[config.mk]
export PLATFORM = sky130hd
export DESIGN_NAME = mem_access_unit
export DESIGN_NICKNAME = d
export VERILOG_FILES = /design/src/rtl/mem_pkg.sv /design/src/rtl/mem_access_unit_load_extend.sv /design/src/rtl/mem_access_unit.sv
export SDC_FILE = /design/constraint.sdc
export NUM_CORES = 1
export LEC_CHECK = 0
export ABC_AREA = 1
export CAP_MARGIN = 20
export CORE_MARGIN = 10
export CORE_UTILIZATION = 34
export CTS_BUF_LIST = sky130_fd_sc_hd__clkbuf_8 sky130_fd_sc_hd__clkbuf_16
export DETAILED_ROUTE_END_ITERATION = 10
export MAX_ROUTING_LAYER = met4
export PLACE_DENSITY = 0.82
export SYNTH_ARGS = -nofsm -noshare
export SYNTH_HDL_FRONTEND = slang
export SYNTH_SLANG_ARGS = --single-unit
[constraint.sdc]
create_clock -name clk -period 3.08 [get_ports clk]
set_input_delay 0.924 -clock clk [delete_from_list [all_inputs] [get_ports clk]]
set_output_delay 0.924 -clock clk [all_outputs]
set_load 0.05 [all_outputs]
[src/rtl/mem_pkg.sv]
// Shared constants for the MEM-stage data access unit: funct3 encodings and FSM states.
package mem_pkg;

  localparam logic [2:0] F3_LB  = 3'b000;
  localparam logic [2:0] F3_LH  = 3'b001;
  localparam logic [2:0] F3_LW  = 3'b010;
  localparam logic [2:0] F3_LBU = 3'b100;
  localparam logic [2:0] F3_LHU = 3'b101;
  localparam logic [2:0] F3_SB  = 3'b000;
  localparam logic [2:0] F3_SH  = 3'b001;
  localparam logic [2:0] F3_SW  = 3'b010;

  typedef enum logic [1:0] {
    IDLE = 2'd0,
    WAIT = 2'd1,
    DONE = 2'd2
  } mem_state_t;

endpackage

[src/rtl/mem_access_unit_load_extend.sv]
// Combinational load lane select and sign/zero extension of a fetched word.
module load_extend
  import mem_pkg::*;
(
  input  logic [31:0] word,
  input  logic [1:0]  off,
  input  logic [2:0]  funct3,
  output logic [31:0] result
);

  logic [31:0] shifted;
  logic [7:0]  byte_sel;
  logic [15:0] half_sel;

  assign shifted  = word >> {off, 3'b000};
  assign byte_sel = shifted[7:0];
  // Halfwords pick their lane from off[1] only; off[0] never shifts a half.
  assign half_sel = off[1] ? word[31:16] : word[15:0];

  always_comb begin
    result = word;
    case (funct3)
      F3_LB:   result = {{24{byte_sel[7]}}, byte_sel};
      F3_LH:   result = {{16{half_sel[15]}}, half_sel};
      F3_LBU:  result = {24'h0, byte_sel};
      F3_LHU:  result = {16'h0, half_sel};
      default: result = word;
    endcase
  end

endmodule

[src/rtl/mem_access_unit.sv]
// MEM-stage load/store bus master with stall handshake; IDLE -> (WAIT) -> DONE -> IDLE.
// Optional macro MEM_MISALIGN_TRAP_EN flags misaligned half/word accesses instead of issuing them.
module mem_access_unit
  import mem_pkg::*;
#(
  parameter int ADDR_W = 32
) (
  input  logic              clk,
  input  logic              rst,
  input  logic [31:0]       ALUResultM,
  input  logic [31:0]       WriteDataM,
  input  logic              MemReadM,
  input  logic              MemWriteM,
  input  logic [2:0]        funct3M,
  output logic [31:0]       ReadDataM,
  output logic              StallM,
  output logic              MisalignM,
  output logic              mem_req,
  output logic              mem_we,
  output logic [ADDR_W-1:0] mem_addr,
  output logic [3:0]        mem_wstrb,
  output logic [31:0]       mem_wdata,
  input  logic [31:0]       mem_rdata,
  input  logic              mem_ready,
  output logic [1:0]        dbg_state
);

  // Handshake: mem_req stays high with stable address/strobes/data until the
  // cycle mem_ready is seen high; that cycle completes the access and
  // mem_rdata is sampled. mem_ready is ignored whenever mem_req is low.

  mem_state_t  state, state_nxt;
  logic [31:0] rdata_q;
  logic [31:0] ext_data;
  logic [1:0]  off;
  logic        access;
  logic        misalign;
  logic        req, stall;
  logic [3:0]  strb;
  logic [31:0] wdata;
  logic [ADDR_W-1:0] addr_ext;

  assign off      = ALUResultM[1:0];
  assign access   = MemReadM | MemWriteM;
  assign addr_ext = ADDR_W'(ALUResultM);

`ifdef MEM_MISALIGN_TRAP_EN
  always_comb begin
    misalign = 1'b0;
    if (access) begin
      if (MemWriteM)
        misalign = ((funct3M == F3_SH) && off[0]) || ((funct3M == F3_SW) && (off != 2'b00));
      else
        misalign = (((funct3M == F3_LH) || (funct3M == F3_LHU)) && off[0]) ||
                   ((funct3M == F3_LW) && (off != 2'b00));
    end
  end
`else
  assign misalign = 1'b0;
`endif

  always_comb begin
    state_nxt = state;
    req       = 1'b0;
    stall     = 1'b0;
    case (state)
      IDLE: begin
        if (access && !misalign) begin
          req       = 1'b1;
          stall     = 1'b1;
          state_nxt = mem_ready ? DONE : WAIT;
        end
      end
      WAIT: begin
        req   = 1'b1;
        stall = 1'b1;
        if (mem_ready) state_nxt = DONE;
      end
      DONE:    state_nxt = IDLE;
      default: state_nxt = IDLE;
    endcase
  end

  always_ff @(posedge clk) begin
    if (rst) begin
      state   <= IDLE;
      rdata_q <= 32'h0;
    end else begin
      state <= state_nxt;
      if (req && mem_ready) rdata_q <= mem_rdata;
    end
  end

  // Store lane generation; size comes from funct3[1:0] (byte, half, else word).
  always_comb begin
    strb  = 4'b1111;
    wdata = WriteDataM;
    case (funct3M[1:0])
      2'b00: begin
        strb  = 4'b0001 << off;
        wdata = {4{WriteDataM[7:0]}};
      end
      2'b01: begin
        strb  = 4'b0011 << {off[1], 1'b0};
        wdata = {2{WriteDataM[15:0]}};
      end
      default: begin
        strb  = 4'b1111;
        wdata = WriteDataM;
      end
    endcase
  end

  load_extend u_load_extend (
    .word   (rdata_q),
    .off    (off),
    .funct3 (funct3M),
    .result (ext_data)
  );

  assign mem_req   = req & ~rst;
  assign StallM    = stall & ~rst;
  assign mem_we    = mem_req & MemWriteM;
  assign mem_addr  = mem_req ? {addr_ext[ADDR_W-1:2], 2'b00} : '0;
  assign mem_wstrb = mem_we ? strb : 4'b0000;
  assign mem_wdata = mem_we ? wdata : 32'h0;
  assign MisalignM = misalign & ~rst;
  assign ReadDataM = (!rst && (state == DONE) && !MemWriteM) ? ext_data : 32'h0;
  assign dbg_state = state;

endmodule

==> summary.md <==
| Metric | Value |
|---|---|
| Fillers | 360 |
| RePlAce Congestion | 0.982 |
| Die ar. | 11,900 sq um |
| Placed Cells | 785 |
| Final ANT Viol Nets | 0 |
| Post-synthesis async set-or-reset flop share | 0 |
| Vias | 4,220 |
| Post-Syn Instances | 471 |
| Initial antenna violation count | 0 |
| Slew HR | 0.618 |
| Die X | 109 um |
| GR peak layer | met2 |
| CTS Buffer Depth | 2 |
| Peak supply drop | 0.265 mV |
| Diode count | 0 |
| Area Growth Syn to Fin | 151% |
| Power Dens Cells | 290 nW/um^2 |
| Ranking of synthesized cells by area | dfxtp_1, nor2_1, a21oi_1 |
| Post-layout min period | 3.08 ns |
| Cts hold-fix bufs | 0 |
| DRT Wirelength | 16.1 mm |
| CP required | 2.16 ns |
| Synth Area in Adders | 0 |
| Share of the synthesized area in the top cell type | 0.251 |
| Total gr overflow | 0 |
| Fraction of layout cells with a size suffix above 1 | 0.368 |
| Vias in the first global route | 4,469 |
| Post-DP Area | 6370 sq um |
| Cell area after synthesis | 2710 sq um |
| Port bufs | 206 |
| H-Tree Depth | 2 |
| Top post-synthesis cells by count | nor2_1, inv_1, a21oi_1 |
| Clock Pin Slew Worst Setup and Hold Paths | 0.07 ns |
| Least-Margin Pin Slew | 0.571 ns |
| # Max-Cap Violations | 0 |
| Sequential area share after synthesis | 0.251 |
| Total Routing Usage GR | 0.263 |
| Drt pass-1 iters | 5 |
| Lkg Pwr | 2.84 nW |
| Routed vias/inst | 5.24 |
| CP Capture Type | output pin |
| Design Area, Final | 6810 sq um |
| Most frequent cell after synthesis | nor2_1 |
| Post-synthesis compound-gate area fraction | 0.247 |
| Crit-path max FO | 8 |
| Finished Layout Cells | 805 |
| Seq cells post-synth | 34 |
| Largest net degree at the start of global routing | 50 |
| Final HPWL DP | 12.5 mm |
| Final setup vio count | 0 |
| Wire per inst | 20.0 um |
| Simple-Gate Fraction of Synth Area | 0.309 |
| CTS tree | built |
| Slew Viols, Final | 0 |
| Hold Crit Class | reg2reg |
| GR Util met1 | 0.248 |
| Nets | 806 |
| Setup crit start kind | primary input |
| Worst setup path startpoint | ALUResultM[1] |
| Post-synthesis average cell area | 5.76 sq um |
| Clock sinks | 34 |
| CP Class | in2out |
| Pre-CTS setup slack | -0.534 ns |
| Die Y | 109 um |
| Worst r2r src | dbg_state[0]$_SDFFE_PP0P_ |
| Yosys top cell by area | dfxtp_1 |
| Clock Latency Late Sink | 0.29 ns |
| Most used DFF post-synth | dfxtp_1 |
| Starting density of the core | 0.351 |
| Period utilization | 0.999 |
| Core Area | 7730 sq um |
| EDFF count, synth | 0 |
| Synth warn | 0 |
| Root buffer cell | clkbuf_8 |
| Met3 Resource Use GR | 0.0965 |
| Final Total Pwr | 1.98 mW |
| RSZ-0062 raised after global routing | yes |
| Fmax achieved | 325 MHz |
| FP Rows | 32 |
| CP arrival | 2.15 ns |
| Post-synthesis mux area share | 0 |
| DRC viols | 0 |
| Hold path startpoint | rdata_q[2]$_SDFFE_PP0P_ |
| Hold Vio Cnt, Final | 0 |
| Final Skew | 0.00591 ns |
| Dominant combinational cell family by area after synthesis | simple AND/OR/NAND/NOR gates |
| Synth Area in XOR/XNOR | 0 |
| Outcome | finished, final reports clean |
| IO Pins | 210 |
| First-pass GRT wire length | 23.7 mm |
| Netlist cell types | 24 |
| FF-to-FF setup slack | 1.20 ns |
| CTS buffer count | 5 |
| DR iter-0 viols | 325 |
| Setup ws final | 0.00407 ns |
| Met2 Track Usage GR | 0.479 |
-- final timing paths --
| kind | to | cells past startpoint |
|---|---|---|
| setup / recovery | ReadDataM[31] | 7 |
| hold / removal | rdata_q[2]$_SDFFE_PP0P_ | 2 |
| setup reg to reg | rdata_q[22]$_SDFFE_PP0P_ | 9 |
| hold reg to reg | rdata_q[2]$_SDFFE_PP0P_ | 2 |
-- kinds of logic after synthesis --
kind of cell / after synthesis
and+or+nand+nor: 182
AOI/OAI and AO/OA: 131
buffers and inverters: 123
DFF: 34
other: 1
-- layout make-up --
type / instances / area, sq um / share of cell area
Clock buffer: 5 / 68.8 / 0.0101
Multi-Input combinational cell: 318 / 2010 / 0.295
Sequential cell: 34 / 681 / 0.0999
Inverter: 91 / 353 / 0.0518
Tap cell: 102 / 128 / 0.0187
Timing Repair Buffer: 252 / 3500 / 0.514
Clock inverter: 3 / 68.8 / 0.0101
-- per-stage QoR --
step	util	hold WS, ns	TNS [ns]
2_1_floorplan	-	0.430	-1.24
3_3_place_gp	0.824	0.441	-26.97
3_5_place_dp	0.824	0.446	-33.82
4_1_cts	0.868	0.458	0
5_1_grt	0.882	0.493	-0.283
6_report	0.882	0.463	0
-- where the power goes --
group          switching [mW]  internal, mW
Clock                   0.176         0.324
Sequential             0.0267         0.477
Combinational           0.535         0.439
-- critical path, stage by stage --
cell and delay [ns]:
clkbuf_4 0.16, o21ai_0 0.33, nand2_2 0.13, nand3_4 0.17, nand2_8 0.14, nor2_4 0.14
buf_12 0.15
-- layout by cell type, fill, tap and decap left out, drive strengths merged --
master / count
buf: 151
nor2: 135
clkdlybuf4s50: 97
inv: 90
a21oi: 65
o21ai: 58
dfxtp: 34
nand2: 34
nand3: 13
clkbuf: 8
o22ai: 7
conb: 3
bufinv: 2
nand4: 1
a31oi: 1
clkinvlp: 1
nand3b: 1
clkinv: 1
dlygate4sd2: 1
-- state kept, by name, summed over array words and instances, names as in the netlist --
name	cells
rdata_q	32
dbg_state	2
-- metal layers --
layer | vias up | wire length (um)
met1 | 1958 | 5470
li1 | 1919 | -
met3 | 52 | 1740
met2 | 291 | 8350
met4 | 0 | 520
met5 | - | 0
-- what timing repair did --
item / CTS / global route
pin swaps: 12 / 11
setup endpoints to repair: 101 / 51
resized for setup: 62 / 25
setup buffers: 6 / 5
gates cloned: 3 / 1
(Power assumes the default switching activity.)
==> RTL edit: new RTL, same settings <==
The option `MEM_MISALIGN_TRAP_EN` is turned on by a define.
--- a/src/rtl/mem_access_unit.sv
+++ b/src/rtl/mem_access_unit.sv
@@ -1,5 +1,7 @@
 // MEM-stage load/store bus master with stall handshake; IDLE -> (WAIT) -> DONE -> IDLE.
 // Optional macro MEM_MISALIGN_TRAP_EN flags misaligned half/word accesses instead of issuing them.
+`define MEM_MISALIGN_TRAP_EN
+
 module mem_access_unit
   import mem_pkg::*;
 #(
Check against the original RTL: not equivalent (Yosys sat finds a counterexample within 4 cycles, from zero or initial values and one cycle with rst high).
==> RTL edit against the original RTL <==
  * The flow now finishes with violations (negative setup slack)
  * Worst setup slack worse by 0.23 ns
  * Clock skew down 0.0036 ns
  * Maximum frequency down 6.9%
  * Combinational power up 32%
  * Final area up 9.8%
  * Total power up 13%
  * Die area up 9.4%
  * Area after synthesis up 12%
  * Wire length up 22%
  * Hold slack better by 0.024 ns
  * Critical path depth down 1
  * Sequential cell count unchanged
  * Critical path type unchanged
  * Largest cell class unchanged
  * Highest routed layer unchanged
==> RTL edit: results (changes against the original RTL) <==
[power_and_ir_drop]
power.leakage_nw = 3.312  ; +17%
pg_clk_uw = 417  ; -17%
irDropWorstVdd_mv = 0.2680  ; +1.2%
comb_power_share_pct = 57.7  ; +8.5 points
switching_power_uw = 944.1  ; +28%
power_mw = 2.233  ; +13%

[setup_path]
timing.rr.end = rdata_q[23]
slowest_stage = clkdlybuf4s50_1
reg2reg_depth = 8  ; -1
arrival_ns = 2.38  ; +0.23 ns
cp_top_family = buffers and inverters
cp_max_fo = 2  ; -6
max_stage_delay_ns = 0.54  ; +0.21 ns

[grt]
grt_pass1_wl_um = 26210  ; +10%
grt_pass1_vias = 4867  ; +8.9%
grt_use_met1_pct = 27.39  ; +2.6 points
grt_use_total_pct = 25.36  ; -0.99 points
use_met3_pct = 4.140  ; -5.5 points
met2_usage_pct = 46.39  ; -1.6 points
grt_max_degree = 66  ; +32%

[synthesis]
synthTopCellsByArea = dfxtp_1 23%, nor2_1 20%, a21oi_1 12%, inv_1 12%, nand2_1 9.3%
avgSynthCellArea_sq_um = 5.306  ; -7.8%
ys_seq_area_share_pct = 22.51  ; -2.6 points
synth_fa_ha_area_share_pct = 0  ; unchanged
synth_commonest_cells = 159 x nor2_1, 95 x inv_1, 75 x nand2_1
synthFlopType = dfxtp_1
synth_compound_area_share_pct = 16.84  ; -7.8 points

[min_path]
min-delay-start = rdata_q[3]
hold_class = flop to flop
holdPathEnd = rdata_q[3]
whs_path_depth = 2  ; unchanged

[drt]
dr.pass1.iters = 5  ; unchanged
drt-met1-wl_um = 6939  ; +27%
num_vias = 5026  ; +19%
met3_length_um = 1470  ; -15%
wl_per_cell_um = 21.21  ; +6.1%
detail_route.iter0.violations = 605  ; +86%
via_per_inst = 5.451  ; +4.0%
route.met2.wl_um = 10210  ; +22%

[place]
placed_cells = 901  ; +15%
place_ws_ns = -0.5593  ; -0.02506 ns
portBuffers = 207  ; +0.49%
globalplace.congestion = 0.9353  ; -4.7%
postPlaceCellArea_sq_mm = 0.006600  ; +3.7%
hpwl_um = 12630  ; +0.95%

[status]
status = finished with violations
violations = negative setup slack

[timing]
relSlewSlack_pct = 57.04  ; -4.8 points
setup_tns_ns = -5.081  ; -5.081 ns
setup_ws_ns = -0.2240  ; -0.2280 ns
setup_viol = 82  ; +82
hold_slack_ns = 0.4874  ; +0.02437 ns
clock_skew_ns = 0.002302  ; -0.003611 ns

[cells_and_area]
final_net_count = 917  ; +14%
drive_gt1_share_pct = 38.08  ; +1.2 points
top_register = rdata_q

[clock_network]
cts.path.max_buffers = 2  ; unchanged

[RTL edit: worst max path at each step]
| stage | startpoint | endpoint | slack [ns] |
|---|---|---|---|
| final | WriteDataM[10] | mem_wdata[10] | -0.22 |
| after global routing | WriteDataM[10] | mem_wdata[10] | -0.21 |
| after detailed placement | ALUResultM[0] | mem_addr[7] | -0.56 |
| after floorplan | funct3M[1] | mem_addr[27] | -0.22 |
| after global placement | ALUResultM[1] | ReadDataM[1] | -0.47 |
| after CTS | ALUResultM[0] | mem_wdata[16] | -0.07 |
[RTL edit: timing repair]
item	CTS	global route
setup endpoints to repair	102	97
gates resized for setup	116	76
pin swaps	16	16
buffers inserted	7	3
gates cloned	4	1
[RTL edit: layout make-up]
| type | instances | area, sq um |
|---|---|---|
| clock buffer | 5 | 68.82 |
| timing repair buffer | 272 | 3627 |
| tap | 108 | 135.1 |
| fill | 390 | 1200 |
| inverter | 101 | 384.1 |
| multi-input combinational | 399 | 2542 |
| sequential | 34 | 680.7 |
| clock inverter | 3 | 40.04 |
